`config.mk`:
```
export PLATFORM = sky130hd
export DESIGN_NAME = uart_tx_fifo_reader
export DESIGN_NICKNAME = d
export VERILOG_FILES = /design/src/rtl/uart_tx_fifo_reader.sv
export SDC_FILE = /design/constraint.sdc
export NUM_CORES = 1
export LEC_CHECK = 0
export BUFFER_PORTS_ARGS = -buffer_cell sky130_fd_sc_hd__buf_2
export CAP_MARGIN = 20
export CORE_MARGIN = 2
export CORE_UTILIZATION = 45
export DETAILED_ROUTE_END_ITERATION = 7
export PLACE_DENSITY = 0.65
export SLEW_MARGIN = 20
export SYNTH_ARGS = -nofsm -noshare
export SYNTH_HDL_FRONTEND = slang
export SYNTH_SLANG_ARGS = --single-unit
```
`constraint.sdc`:
```
create_clock -name i_clk -period 3.05 [get_ports i_clk]
set_clock_uncertainty 0.15 [all_clocks]
set_input_delay 0.305 -clock i_clk [delete_from_list [all_inputs] [get_ports i_clk]]
set_output_delay 0.305 -clock i_clk [all_outputs]
set_load 0.01 [all_outputs]
```
`src/rtl/uart_tx_fifo_reader.sv`:
```
// UART transmitter that drains a first-word-fall-through FIFO: start bit,
// DBIT data bits LSB-first, optional parity, then a stop period of SB_TICK ticks.
module uart_tx_fifo_reader #(
  parameter int DBIT    = 8,
  parameter int SB_TICK = 16,
  parameter int PARITY  = 0
) (
  input  logic            i_clk,
  input  logic            i_reset,
  input  logic            i_s_tick,
  input  logic            i_tx_en,
  input  logic            i_fifo_empty,
  input  logic [DBIT-1:0] i_fifo_data,
  output logic            o_fifo_rd,
  output logic            o_tx,
  output logic            o_busy,
  output logic            o_tx_done_tick
);

  typedef enum logic [2:0] {ST_IDLE, ST_START, ST_DATA, ST_PARITY, ST_STOP} state_t;

  localparam logic [4:0] BIT_LAST  = 5'd15;
  localparam logic [4:0] STOP_LAST = 5'(SB_TICK - 1);
  localparam logic [2:0] N_LAST    = 3'(DBIT - 1);

  state_t            r_state, w_state_next;
  logic [4:0]        r_s, w_s_next;
  logic [2:0]        r_n, w_n_next;
  logic [DBIT-1:0]   r_b, w_b_next;
  logic              r_par, w_par_next;
  logic              r_tx, w_tx_next;
  logic              w_fifo_rd, w_done;

  function automatic logic parity_bit(input logic [DBIT-1:0] d);
    if (PARITY == 2) begin
      return ~(^d);
    end else begin
      return ^d;
    end
  endfunction

  // State, counters, shift register and the registered serial line
  always_ff @(posedge i_clk or posedge i_reset) begin
    if (i_reset) begin
      r_state <= ST_IDLE;
      r_s     <= 5'd0;
      r_n     <= 3'd0;
      r_b     <= '0;
      r_par   <= 1'b0;
      r_tx    <= 1'b1;
    end else begin
      r_state <= w_state_next;
      r_s     <= w_s_next;
      r_n     <= w_n_next;
      r_b     <= w_b_next;
      r_par   <= w_par_next;
      r_tx    <= w_tx_next;
    end
  end

  // Next-state logic; the pop is gated by reset so a held reset never drains the FIFO
  always_comb begin
    w_state_next = r_state;
    w_s_next     = r_s;
    w_n_next     = r_n;
    w_b_next     = r_b;
    w_par_next   = r_par;
    w_fifo_rd    = 1'b0;
    w_done       = 1'b0;
    case (r_state)
      ST_IDLE: begin
        if (i_tx_en && !i_fifo_empty && !i_reset) begin
          w_b_next     = i_fifo_data;
          w_par_next   = parity_bit(i_fifo_data);
          w_s_next     = 5'd0;
          w_fifo_rd    = 1'b1;
          w_state_next = ST_START;
        end else begin
          w_state_next = ST_IDLE;
        end
      end
      ST_START: begin
        if (i_s_tick && r_s == BIT_LAST) begin
          w_s_next     = 5'd0;
          w_n_next     = 3'd0;
          w_state_next = ST_DATA;
        end else if (i_s_tick) begin
          w_s_next = r_s + 5'd1;
        end else begin
          w_s_next = r_s;
        end
      end
      ST_DATA: begin
        if (i_s_tick && r_s == BIT_LAST) begin
          w_s_next = 5'd0;
          w_b_next = r_b >> 1;
          if (r_n == N_LAST) begin
            w_state_next = (PARITY != 0) ? ST_PARITY : ST_STOP;
          end else begin
            w_n_next = r_n + 3'd1;
          end
        end else if (i_s_tick) begin
          w_s_next = r_s + 5'd1;
        end else begin
          w_s_next = r_s;
        end
      end
      ST_PARITY: begin
        if (i_s_tick && r_s == BIT_LAST) begin
          w_s_next     = 5'd0;
          w_state_next = ST_STOP;
        end else if (i_s_tick) begin
          w_s_next = r_s + 5'd1;
        end else begin
          w_s_next = r_s;
        end
      end
      ST_STOP: begin
        if (i_s_tick && r_s == STOP_LAST) begin
          w_s_next     = 5'd0;
          w_done       = 1'b1;
          w_state_next = ST_IDLE;
        end else if (i_s_tick) begin
          w_s_next = r_s + 5'd1;
        end else begin
          w_s_next = r_s;
        end
      end
      default: begin
        w_state_next = ST_IDLE;
        w_s_next     = 5'd0;
      end
    endcase
  end

  // Line level follows the state being entered, so tx falls one clk after the pop
  always_comb begin
    w_tx_next = 1'b1;
    case (w_state_next)
      ST_START:  w_tx_next = 1'b0;
      ST_DATA:   w_tx_next = w_b_next[0];
      ST_PARITY: w_tx_next = w_par_next;
      default:   w_tx_next = 1'b1;
    endcase
  end

  assign o_tx           = r_tx;
  assign o_busy         = (r_state != ST_IDLE);
  assign o_fifo_rd      = w_fifo_rd;
  assign o_tx_done_tick = w_done;

endmodule
```
; Yosys cells after proc, flatten, opt, wreduce, memory -nomap -nowiden
; Index checks and enable logic that the tools add are counted.
[totals]
reg_bits = 21
inputBits = 13
output_inout_bits = 4
word_cells = 62
[classes]
add_sub_neg = 2
eq_ne = 14
muxes = 25
reduce_logical = 14
[op_table]
columns = operator, count
row1 = 3-bit 2-to-1 mux, 8
row2 = 8-bit 2-to-1 mux, 2
row3 = 8-bit one-hot mux with 2 select lines, 1
row4 = 5-bit 2-to-1 mux, 3
row5 = 3-bit one-hot mux with 5 select lines, 1
row6 = "3-bit by 2-bit == test with 1-bit output, second input constant", 4
row7 = 5-bit one-hot mux with 2 select lines, 1
row8 = "2-bit != test, second input constant", 4
row9 = 8-bit parity, 1
row10 = 1-bit 2-to-1 mux, 7
row11 = "3-bit by 1-bit == test with 1-bit output, second input constant", 2
row12 = "3-bit == test, second input constant", 2
row13 = 3-bit one-hot mux with 2 select lines, 1
row14 = "5-bit by 1-bit adder with 5-bit output, second input constant", 1
row15 = "5-bit by 4-bit == test with 1-bit output, second input constant", 1
row16 = 4-bit AND reduction, 1
row17 = 2-bit nonzero test, 2
row18 = 4-bit OR reduction, 1
row19 = "3-bit by 1-bit adder with 3-bit output, second input constant", 1
row20 = 1-bit logical AND, 3
row21 = 3-bit logical NOT, 1
row22 = "3-bit by 1-bit != test with 1-bit output, second input constant", 1
row23 = 1-bit one-hot mux with 3 select lines, 1
row24 = 3-bit AND reduction, 1
row25 = other kinds (3), 4

; Longest topological paths before layout
[logic_depth]
ltp_word = 7
mapped_depth = 7
depth_no_buf = 7

; Worst setup path before layout
; OpenSTA, ideal clock, no wires.
[synth_timing]
path_type = flip-flop to flip-flop
from = register r_n[0]
to = register r_n[0]
setup_time_ns = 0.079
arrival_time_ns = 1.634
t_required_ns = 2.821
path_slack_ns = 1.187
stages_incl_launch_ff = 7
n_path_buf = 0
period_less_slack_ns = 1.863
cell_sequence = dfrtp_1 > ha_1 > ha_1 > or3b_1 > a211oi_2 > nand2_1 > mux2i_1
[synth_between]
elab_chain_cells = 4
elab_cells_between_ends = 7
cone_classes = 1 x add/sub / 2 x eq/ne / 3 x mux / 1 x reduce/logical
[synth_lines]
columns = element, line_no
row1 = from (decl), 28  ; logic [2:0] r_n, w_n_next;
row2 = from (signal assigned), 54  ; r_n <= w_n_next;
row3 = 3-bit by 1-bit adder with 3-bit output, 100  ; w_n_next = r_n + 3'd1;
row4 = 3-bit 2-to-1 mux, 97  ; if (r_n == N_LAST) begin
row5 = 3-bit 2-to-1 mux, 94  ; if (i_s_tick && r_s == BIT_LAST) begin
row6 = 3-bit one-hot mux with 2 select lines, 70  ; case (r_state)
; Parallel ways exist; a longest one is shown, timed or not. The select of a mux whose other input is x is not followed.
; A chain may end at the register's enable or synchronous reset.

; Final worst setup path
[layout_timing]
from = register r_state[0]
to = output port o_fifo_rd
[layout_between]
elab_chain_cells = 2
[layout_lines]
columns = element, line_no
row1 = from (decl), 26  ; state_t r_state, w_state_next;
row2 = from (signal assigned), 52  ; r_state <= w_state_next;
row3 = 3-bit logical NOT, 70
row4 = 1-bit 2-to-1 mux, 70
row5 = to (decl), 14  ; output logic o_fifo_rd,
; No other way between the ends.

==> flow_summary.yaml <==
timing:
  slew_violations: 0
  relSlewSlack_pct: 47.4
  worstMarginPinSlew_ps: 788
  finalHoldViolCount: 8
  fin_crit_sh_pct: 77.2
  grt_setup_unrepaired: "no"
  whs_ps: -2.01
  setup_viol: 0
  finalWorstSetupSlack_ps: 695
  tns_ps: 0
  max_clock_freq_ghz: 0.425
  period_needed_ps: 2360
final_layout:
  n_antenna_cell: 0
  nFillCells: 239
  layout_commonest_cell: "dfrtp_1"
  drive_gt1_share_pct: 22.7
  synthToLayoutAreaGrowth_pct: 8.34
  fin_nets: 149
  mostFrequentLayoutCells: "20 x dfrtp_1, 19 x nand2_1, 16 x buf_2, 9 x o21ai_0"
  design_area_sq_um: 1280
  multi_input_area_sq_um: 594
  regArea_sq_um: 527
pwr:
  p_sw_w: 0.000294
  p_int_w: 0.000539
  power_frac_comb_pct: 30.9
  swShare_pct: 35.2
  seq_power_share_pct: 53.2
  irDropWorstVdd_uv: 362
  p_per_area_nw_per_um2: 649
  p_leak_nw: 0.581
  clkPwrFrac_pct: 15.9
floorplan:
  die_h_um: 55.3
  start_util_pct: 47.8
  core.rowCount: 18
  die_x_um: 55.3
  pin_count: 17
  core_area_sq_um: 2480
  dieArea_sq_um: 3060
run_status:
  status: "finished, violations left"
  violations: "hold timing"
clocking:
  clk_pin_slew_ps: 120
  clockBufferDepth: 2
  cts-htree-levels: 1
  cts_tree: "yes"
  ctsResizeCount: 0
  cts_buffers: 3
  ctsHoldBuffers: 0
  root_buffer: "clkbuf_4"
  cts_sinks: 21
  postCtsSetupRepairBufs: 0
  clk_latency_ps: 290
critical_path:
  cp_data_arrival_time_ps: 1900
  worstSetupEndpointType: "output port"
  critPathLaunchType: "flip-flop"
  path_max_fanout: 14
  cp.required_ps: 2590
  path_class: "reg -> out"
yosys:
  yosys.area_share.simple_pct: 21.6
  synth_enable_flop_cells: 0
  synth-compound-area-share_pct: 19.3
  synth_top_family_by_area: "simple AND/OR/NAND/NOR gates"
  synth_xor_area_share_pct: 5.17
  avgSynthCellArea_sq_um: 10.2
  syn_area_sq_um: 1180
  synth_cells: 116
  syn-num-nets: 132
  yosysWarningCount: 0
  async_flop_share_pct: 100
  synthFlopType: "dfrtp_1"
  yosysSeqAreaShare_pct: 44.5
  synth_mux_area_share_pct: 0.845
  synth_fa_ha_area_share_pct: 3.17
  synth-seq-cells: 21
  ys_types: 37
placement:
  postPlaceCellArea_sq_um: 1260
  hpwlAfterDp_um: 1590
  post-place-ws_ps: 1000
  place_congestion: 0.822
  io_buffers: 16
detailed_routing:
  dr.pass1.iters: 4
  drtAntennaViolNets: 0
  routed_wl_um: 2060
  num_vias: 894
  avgRoutedWirePerCell_um: 12.7
  route.detailed.drc: 0
  drtIter0Drc: 12
  vias_per_cell: 5.52
job:
  drv_cap: 0
global_routing:
  grt_pass1_wl_um: 3730
  grt_usage_pct: 15.1
  grt_pass1_vias: 842
  overflow: 0
  antenna_found_initial: 0
  grt_max_degree: 22
hold_path:
  min_path_type: "in -> async"
power by group through the flow:
stage / registers [W] / clock network (W) / logic, W
after floorplan: 0.000425 / 0 / 0.000235
after global placement: 0.000445 / 0 / 0.000259
after detailed placement: 0.000448 / 0 / 0.000263
after CTS: 0.000443 / 0.000140 / 0.000263
after global routing: 0.000457 / 0.000153 / 0.000296
final: 0.000443 / 0.000132 / 0.000258
metal layers:
metal  track usage [%]  wire (um)  up-vias
li1                  -          -      444
met1              20.1        946      422
met2              24.0        985       24
met3              3.04         89        4
met4              6.27         34        0
met5                 0          0        -
worst max-delay path: stages (launching register included):
cell and delay [ps]:
dfrtp_1 510, or3_1 560, nor2b_4 340, buf_2 200
registers in the layout, indices dropped and copies added, names as in the netlist:
register	count
o_tx	1
r_s	5
r_n	3
r_state	3
r_b	8
r_par	1
cell usage after synthesis (all sizes together), types with 2 or more instances:
cell type / count / area [sq um]
ha: 3 / 37.5
buf: 4 / 45.0
nor3b: 2 / 15.0
o31ai: 2 / 15.0
dfrtp: 20 / 500
nand3: 5 / 30.0
nand2b: 4 / 27.5
nor2: 7 / 26.3
xnor2: 7 / 61.3
nand4: 2 / 12.5
nor2b: 2 / 20.0
o21ai: 9 / 45.0
a22oi: 7 / 57.6
inv: 5 / 18.8
nand2: 19 / 71.3
per-stage QoR:
stage / std cells / power (W) / utilization [%]
after global placement: 158 / 0.000704 / 50.8
after CTS: 162 / 0.000846 / 51.8
after global routing: 162 / 0.000906 / 51.8
final: 162 / 0.000833 / 51.8
after detailed placement: 158 / 0.000711 / 50.8
after floorplan: 116 / 0.000660 / -
kinds of logic (layout without fill, tap and decap cells):
kind of cell | Yosys count | in the layout
muxes | 1 | 1
xor gates and xnor gates | 7 | 7
AOI/OAI and AO/OA | 28 | 28
and+or+nand+nor | 47 | 47
DFF | 21 | 21
buffers and inverters | 9 | 25
adders and majority gates | 3 | 3
area by class of cell:
type,instances,share of cell area [%]
clock buffers,4,2.05
inverters,5,1.46
multi-input cells,86,46.3
flip-flops and latches,21,41.0
well taps,30,2.92
repair buffers,16,6.24
final timing paths:
| path | startpoint | end | slack (ps) | depth (start not counted) |
|---|---|---|---|---|
| min in group i_clk | i_fifo_data[2] | r_b[2] | 90 | 3 |
| max in group asynchronous | i_reset | r_b[7] | 2270 | 2 |
| min | i_reset | r_state[2] | -2 | 2 |
| max | r_state[0] | o_fifo_rd | 690 | 3 |
| max reg2reg | r_state[0] | r_b[7] | 970 | 4 |
| min reg2reg | r_n[0] | r_n[0] | 350 | 1 |
(Power assumes the default switching activity.)
